## src/rtl/uart_rxd_1b_pkg.sv

```systemverilog
//------------------------------------------------------------------------------
// uart_rxd_1b_pkg : shared state encoding, bit-index constants and NT helper
// Rev 1.0
//------------------------------------------------------------------------------
`default_nettype none

package uart_rxd_1b_pkg;

    typedef enum logic [1:0] {
        S_IDLE  = 2'd0,
        S_START = 2'd1,
        S_DATA  = 2'd2,
        S_STOP  = 2'd3
    } state_t;

    localparam logic [3:0] c_CB_LAST = 4'd8;
    localparam logic [3:0] c_CB_STOP = 4'd9;

    // Clocks per bit, identical to the TX block so both ends agree on timing
    function automatic int calc_nt(input int fclk, input int baud);
        return fclk / baud;
    endfunction

endpackage

`default_nettype wire

```

## src/rtl/rxd_sync_edge.sv

```systemverilog
//------------------------------------------------------------------------------
// rxd_sync_edge : 2-flop synchroniser for RXD plus falling-edge detector
// Rev 1.0
//------------------------------------------------------------------------------
`default_nettype none

module rxd_sync_edge (
    input  logic clk,
    input  logic rst,
    input  logic i_rxd,
    output logic o_rxd_s,
    output logic o_fall
);

    logic r_meta;
    logic r_sync;
    logic r_prev;

    // Stages reset to the idle line level so reset release never looks like a start edge
    always_ff @(posedge clk or posedge rst) begin
        if (rst) begin
            r_meta <= 1'b1;
            r_sync <= 1'b1;
            r_prev <= 1'b1;
        end else begin
            r_meta <= i_rxd;
            r_sync <= r_meta;
            r_prev <= r_sync;
        end
    end

    assign o_rxd_s = r_sync;
    assign o_fall  = r_prev & ~r_sync;

endmodule

`default_nettype wire

```

## src/rtl/uart_rxd_1b.sv

```systemverilog
//------------------------------------------------------------------------------
// uart_rxd_1b : 8N1 UART single-byte receiver with bit-centre sampling
// Rev 1.0
//------------------------------------------------------------------------------
`default_nettype none

module uart_rxd_1b
    import uart_rxd_1b_pkg::*;
#(
    parameter int FCLK = 50_000_000,
    parameter int BAUD = 115_200
) (
    input  logic       clk,
    input  logic       rst,
    input  logic       RXD,
    output logic [7:0] dat,
    output logic       ce_byte,
    output logic       frame_err,
    output logic       en_rx_byte,
    output logic       ce_tact,
    output logic [3:0] cb_bit,
    output logic       T_start,
    output logic       T_dat,
    output logic       T_stop
);

    localparam int          NT     = calc_nt(FCLK, BAUD);
    localparam logic [15:0] c_HALF = 16'(NT / 2 - 1);
    localparam logic [15:0] c_FULL = 16'(NT - 1);

    logic        w_rxd_s;
    logic        w_fall;

    state_t      r_state;
    state_t      w_state_nxt;
    logic [15:0] r_cb_tact;
    logic [3:0]  r_cb_bit;
    logic [3:0]  w_bit_nxt;
    logic [7:0]  r_shift;
    logic [7:0]  r_dat;
    logic        r_ce_byte;
    logic        r_frame_err;

    logic        w_ce_tact;
    logic        w_tact_clr;
    logic        w_shift_en;
    logic        w_ok;
    logic        w_err;

    rxd_sync_edge u_sync (
        .clk     (clk),
        .rst     (rst),
        .i_rxd   (RXD),
        .o_rxd_s (w_rxd_s),
        .o_fall  (w_fall)
    );

    always_ff @(posedge clk or posedge rst) begin
        if (rst) begin
            r_state <= S_IDLE;
        end else begin
            r_state <= w_state_nxt;
        end
    end

    // Start bit is checked half a bit in; every later sample is a full bit after the previous one
    always_comb begin
        w_state_nxt = r_state;
        w_bit_nxt   = r_cb_bit;
        w_ce_tact   = 1'b0;
        w_tact_clr  = 1'b0;
        w_shift_en  = 1'b0;
        w_ok        = 1'b0;
        w_err       = 1'b0;
        case (r_state)
            S_IDLE: begin
                w_bit_nxt = 4'd0;
                if (w_fall) begin
                    w_state_nxt = S_START;
                    w_tact_clr  = 1'b1;
                end
            end
            S_START: begin
                if (r_cb_tact == c_HALF) begin
                    w_ce_tact  = 1'b1;
                    w_tact_clr = 1'b1;
                    if (w_rxd_s) begin
                        w_state_nxt = S_IDLE;
                        w_bit_nxt   = 4'd0;
                    end else begin
                        w_state_nxt = S_DATA;
                        w_bit_nxt   = 4'd1;
                    end
                end
            end
            S_DATA: begin
                if (r_cb_tact == c_FULL) begin
                    w_ce_tact  = 1'b1;
                    w_tact_clr = 1'b1;
                    w_shift_en = 1'b1;
                    if (r_cb_bit == c_CB_LAST) begin
                        w_state_nxt = S_STOP;
                        w_bit_nxt   = c_CB_STOP;
                    end else begin
                        w_bit_nxt = r_cb_bit + 4'd1;
                    end
                end
            end
            S_STOP: begin
                if (r_cb_tact == c_FULL) begin
                    w_ce_tact   = 1'b1;
                    w_tact_clr  = 1'b1;
                    w_state_nxt = S_IDLE;
                    w_bit_nxt   = 4'd0;
                    w_ok        = w_rxd_s;
                    w_err       = ~w_rxd_s;
                end
            end
            default: begin
                w_state_nxt = S_IDLE;
                w_bit_nxt   = 4'd0;
            end
        endcase
    end

    always_ff @(posedge clk or posedge rst) begin
        if (rst) begin
            r_cb_tact   <= 16'd0;
            r_cb_bit    <= 4'd0;
            r_shift     <= 8'd0;
            r_dat       <= 8'd0;
            r_ce_byte   <= 1'b0;
            r_frame_err <= 1'b0;
        end else begin
            if (w_tact_clr || (r_state == S_IDLE)) begin
                r_cb_tact <= 16'd0;
            end else begin
                r_cb_tact <= r_cb_tact + 16'd1;
            end
            r_cb_bit <= w_bit_nxt;
            if (w_shift_en) begin
                r_shift <= {w_rxd_s, r_shift[7:1]};
            end
            if (w_ok) begin
                r_dat <= r_shift;
            end
            r_ce_byte   <= w_ok;
            r_frame_err <= w_err;
        end
    end

    assign dat        = r_dat;
    assign ce_byte    = r_ce_byte;
    assign frame_err  = r_frame_err;
    assign en_rx_byte = (r_state != S_IDLE);
    assign ce_tact    = w_ce_tact;
    assign cb_bit     = r_cb_bit;
    assign T_start    = (r_state == S_START);
    assign T_dat      = (r_state == S_DATA);
    assign T_stop     = (r_state == S_STOP);

endmodule

`default_nettype wire

```

## config.mk

```make
export PLATFORM = sky130hd
export DESIGN_NAME = uart_rxd_1b
export DESIGN_NICKNAME = d
export VERILOG_FILES = /design/src/rtl/uart_rxd_1b_pkg.sv /design/src/rtl/rxd_sync_edge.sv /design/src/rtl/uart_rxd_1b.sv
export SDC_FILE = /design/constraint.sdc
export NUM_CORES = 1
export LEC_CHECK = 0
export ABC_AREA = 0
export CELL_PAD_IN_SITES_DETAIL_PLACEMENT = 1
export CELL_PAD_IN_SITES_GLOBAL_PLACEMENT = 2
export CORE_ASPECT_RATIO = 1.75
export CORE_MARGIN = 2
export CORE_UTILIZATION = 40
export CTS_CLUSTER_SIZE = 16
export DETAILED_ROUTE_END_ITERATION = 10
export MAX_ROUTING_LAYER = met4
export PLACE_DENSITY = 0.87
export SETUP_SLACK_MARGIN = 0.3
export SLEW_MARGIN = 20
export SYNTH_ARGS = -nofsm -noshare
export SYNTH_HDL_FRONTEND = slang
export SYNTH_SLANG_ARGS = --single-unit
```

## constraint.sdc

```tcl
create_clock -name clk -period 5.4 [get_ports clk]
set_clock_uncertainty 0.1 [all_clocks]
set_input_delay 1.62 -clock clk [delete_from_list [all_inputs] [get_ports clk]]
set_output_delay 1.62 -clock clk [all_outputs]
set_load 0.01 [all_outputs]
```

Word-level counts from Yosys, hierarchy flattened
Cells that the tools add are included.

Add/subtract/negate cells: 2. Bitwise logic cells: 2. Equality and inequality tests: 11. Reduce and logical (&&, ||, !) cells: 6. Multiplexer cells: 24.

Operator list (number): $add 16x1->16 const B (1); $eq 16x8->1 const B (1); $eq 16x9->1 const B (1); $mux 16 (1); $mux 4 (4); $pmux 4 s4 (1); $mux 2 (6); $ne 2x1->1 const B (5); $mux 1 (9); $pmux 2 s4 (1); $reduce_and 5->1 (1); $add 4x1->4 const B (1); $eq 2x2->1 const B (2); $eq 4x4->1 const B (1); $pmux 1 s3 (1); $reduce_and 3->1 (1); $eq 2x1->1 const B (1); $logic_not 2->1 (1); $pmux 1 s2 (1); $reduce_bool 2->1 (1); $reduce_or 2->1 (1); $and 1x1->1 (1); $logic_or 1x1->1 (1); $not 1->1 (1).

Output and inout bits: 19. Register bits after elaboration: 43.

Longest topological paths before layout
Word-level depth: 6. Depth in mapped cells: 8. Mapped depth without buffers: 7.

Hierarchy
Synthesis repeated with hierarchy kept, for this count alone.

Cell total of the unflattened synthesis: 182. Area total of the unflattened synthesis: 2047.0 µm².

By module, submodules not included: uart_rxd_1b (sequential area each 1001.0 µm², times used 1, area each 1950.6 µm², cells an instance 177); rxd_sync_edge (sequential area each 78.8 µm², times used 1, area each 96.3 µm², cells an instance 5).

Worst setup path before layout
Ideal clock, no wire load.

Path type: register to output. Start point: register r_state[0]. End point: output ce_tact. Arrival: 1412 ps. Data required time: 3680 ps. Path slack: 2268 ps. Buffers on the path: 0. Cell stages (with the launch flop): 6. Cell sequence: dfrtp_1 > inv_1 > ha_1 > nor2_1 > o32a_4 > nor2_1.

Longest elaborated chain between the ends: 3. Elaborated cells between the ends (all ways): 5. Those cells by class: 3 x eq/ne; 1 x mux; 1 x reduce/logical.

Ends and longest elaborated chain: from (decl) (RTL line uart_rxd_1b.sv:34) `state_t r_state;`; from (signal assigned) (RTL line uart_rxd_1b.sv:62) `r_state <= w_state_nxt;`; $eq 2x2->1; via T_dat (RTL line uart_rxd_1b.sv:23) `output logic T_dat,`; $reduce_or 2->1 (no source line); $pmux 1 s2 (RTL line uart_rxd_1b.sv:75) `case (r_state)`; to (decl) (RTL line uart_rxd_1b.sv:20) `output logic ce_tact,`.

The timed path passes the listed nets, and every way through them passes these cells.

Worst setup path in the final report
Start point: register r_state[0]. End point: output ce_tact.

Longest elaborated chain between the ends: 3. Elaborated cells between the ends (all ways): 5. Those cells by class: 3 x eq/ne; 1 x mux; 1 x reduce/logical.

Ends and longest elaborated chain (RTL line): $eq 2x2->1 (uart_rxd_1b.sv:75); $reduce_or 2->1 (no source line); $pmux 1 s2 (*) (uart_rxd_1b.sv:75).

Every way passes the cells marked *; elsewhere a longest branch is shown, timed or not.

==> impl_metrics.ini <==
[critical_path]
crit_path_start_kind = register
critPathCaptureType = output pin
worstPathArrival_ps = 2310
critPathMaxFanout = 8
required_ps = 3680
path_class = register to output pin
r2r_start = r_state[0]
ff2ff_path_depth = 6
rrSetupSlack_ps = 3130

[placed_design]
gp_congestion = 0.859
portBuffers = 21
dpl.hpwl_mm = 3.51

[layout]
regArea_sq_um = 1080
multi_input_area_sq_um = 955
drive_above_1_share_pct = 20.9
nNetsFinal = 223
n_antenna_cell = 0
nFillCells = 577
syn_to_final_growth_pct = 18.5

[synth]
synth_top_area_share_pct = 47.3
synth_warnings = 0
synth_edf_count = 0
ys_seq_area_share_pct = 51.1
ys.flop_type = dfrtp_1
avgSynthCellArea_sq_um = 11.6
synth-async-reset-ratio_pct = 100
synth_nets = 196
synth_area_leaders = dfrtp_1, mux2_2, ha_1
synth.most_common_cell = dfrtp_1
synthCells = 183
netlist_area_sq_um = 2110
yosys_register_bits = 43
ys_types = 38
synth_top_area_cell = dfrtp_1
yosys-top-cells-count = dfrtp_1, nor2_1, mux2_2, inv_1, nand2_1

[worst_hold_path]
hold_depth = 0
min-delay-start = u_sync.r_meta
whs_endpoint = u_sync.o_rxd_s
hold_path_class = register to register

[global_routing]
grt_pass1_wl_mm = 7.97
grt_util_all_layers_pct = 18.5
grt_pass1_vias = 1652
grt_max_degree = 24
antenna_found_initial = 0
gr-total-overflow = 0

[sta]
rsz0062_at_grt = false
finalSetupTns_ps = 0
setup_viol = 0
tightest_slew_ps = 836
fin_crit_ps = 4030
hold_viol = 0
slew_headroom_pct = 44.2
timing.fmax_ghz = 0.248
drv_slew = 0
finalCritPeriodShare_pct = 74.6

[clocking]
cts_resized = 0
cts.clk_slew.worst_paths_ps = 90
tritoncts = done
clock_sinks = 43
clockBufferDepth = 2
clk_latency_ps = 300
root_buffer = clkbuf_8
htreeDepth = 2
cts_made_buffers = 5
post_cts_buffers = 0
cts_hold_repair.buffers = 0

[detailed_routing]
ant_nets = 0
post_drt_wl_per_cell_um = 17.3
drt_iter0_markers = 47
vias = 1461
routed_via_density = 5.49
drt-pass1-iter-count = 6
wl_mm = 4.59
drc = 3

[pwr]
irDropWorstVdd_mv = 0.195
total_power_mw = 0.920
p_per_area_nw_per_um2 = 367
leakagePower_nw = 1.13

[die]
dieHeight_um = 100
io_pins = 22
fp-row-count = 35
core_sq_um = 5170
die_w_um = 59.0
die_area_sq_um = 5910
start_util_pct = 40.9

[run_status]
violations = DRC
status = finished, violations left

[flow_run]
maxCapViolations = 0
[sequential cells by signal, indices dropped and copies added (netlist names), named ones only]
register,flops
ce_byte,1
cb_bit,4
r_shift,8
dat,8
r_cb_tact,16
u_sync.r_prev,1
frame_err,1
r_state,1
u_sync.o_rxd_s,1
u_sync.r_meta,1
[critical path, stage by stage, from the launching register on]
cell	delay, ps
dfrtp_1	430
inv_1	140
ha_1	350
nor2_1	120
o32a_4	340
nor2_1	90
clkdlybuf4s50_1	540
[how the worst max path moves through the flow]
stage	startpoint	end	slack, ps
finish	r_state[0]	ce_tact	1370
global route	r_state[0]	ce_tact	1250
CTS	r_state[0]	ce_tact	1340
detailed placement	r_state[0]	ce_tact	1680
global placement	r_state[0]	ce_tact	1720
floorplan	r_state[0]	ce_tact	2270
[final cells by class]
class / count / area share [%]
sequential: 43 / 43.1
multi-input combinational: 125 / 38.1
timing repair buffer: 22 / 8.69
clock buffer: 5 / 2.75
tap: 55 / 2.75
clock inverter: 3 / 2.70
inverter: 13 / 1.95
[routing by layer]
layer	GRT usage (%)	wire length [um]	share of wire, %
met5	-	0	0
met4	7.17	102	2.2
met3	2.71	111	2.4
met2	33.9	2690	59
met1	19.1	1680	37
[cell families after synthesis]
| family | after synthesis | synth area share, % |
|---|---|---|
| AOI/OAI and AO/OA | 19 | 6.86 |
| xor gates and xnor gates | 14 | 5.80 |
| adders and majority gates | 10 | 5.92 |
| buffers and inverters | 15 | 3.79 |
| DFF | 43 | 51.1 |
| muxes | 15 | 7.99 |
| and+or+nand+nor | 67 | 18.6 |
[placed cells by master (no fill, tap or decap), drive strengths merged, types with 2 or more instances in the layout]
cell,count
nor4,2
xor2,8
and4,2
inv,13
nand3b,2
nand4,5
ha,10
nand3,8
dfrtp,40
and3,2
a31oi,2
xnor2,6
dfstp,3
bufinv,2
nand2b,2
nor2,27
o21ai,9
clkbuf,5
clkdlybuf4s50,21
mux2,15
nand2,12
[where the power goes]
part	internal [mW]	leakage (nW)	switching (mW)
sequential	0.344	0.583	0.0274
clock	0.184	0.0644	0.113
combinational	0.0933	0.482	0.157
total	0.622	1.13	0.298
[stage by stage]
step           hold WS (ps)  util [%]  cells  area, sq um  worst slack, ps
2_1_floorplan           245         -    183         2110             2270
3_3_place_gp            247      45.9    258         2370             1720
3_5_place_dp            256      45.9    258         2370             1680
4_1_cts                 264      48.5    266         2510             1340
5_1_grt                 273      48.5    266         2510             1250
6_report                262      48.5    266         2510             1370
Note: power is estimated with default switching activity, not from simulation.
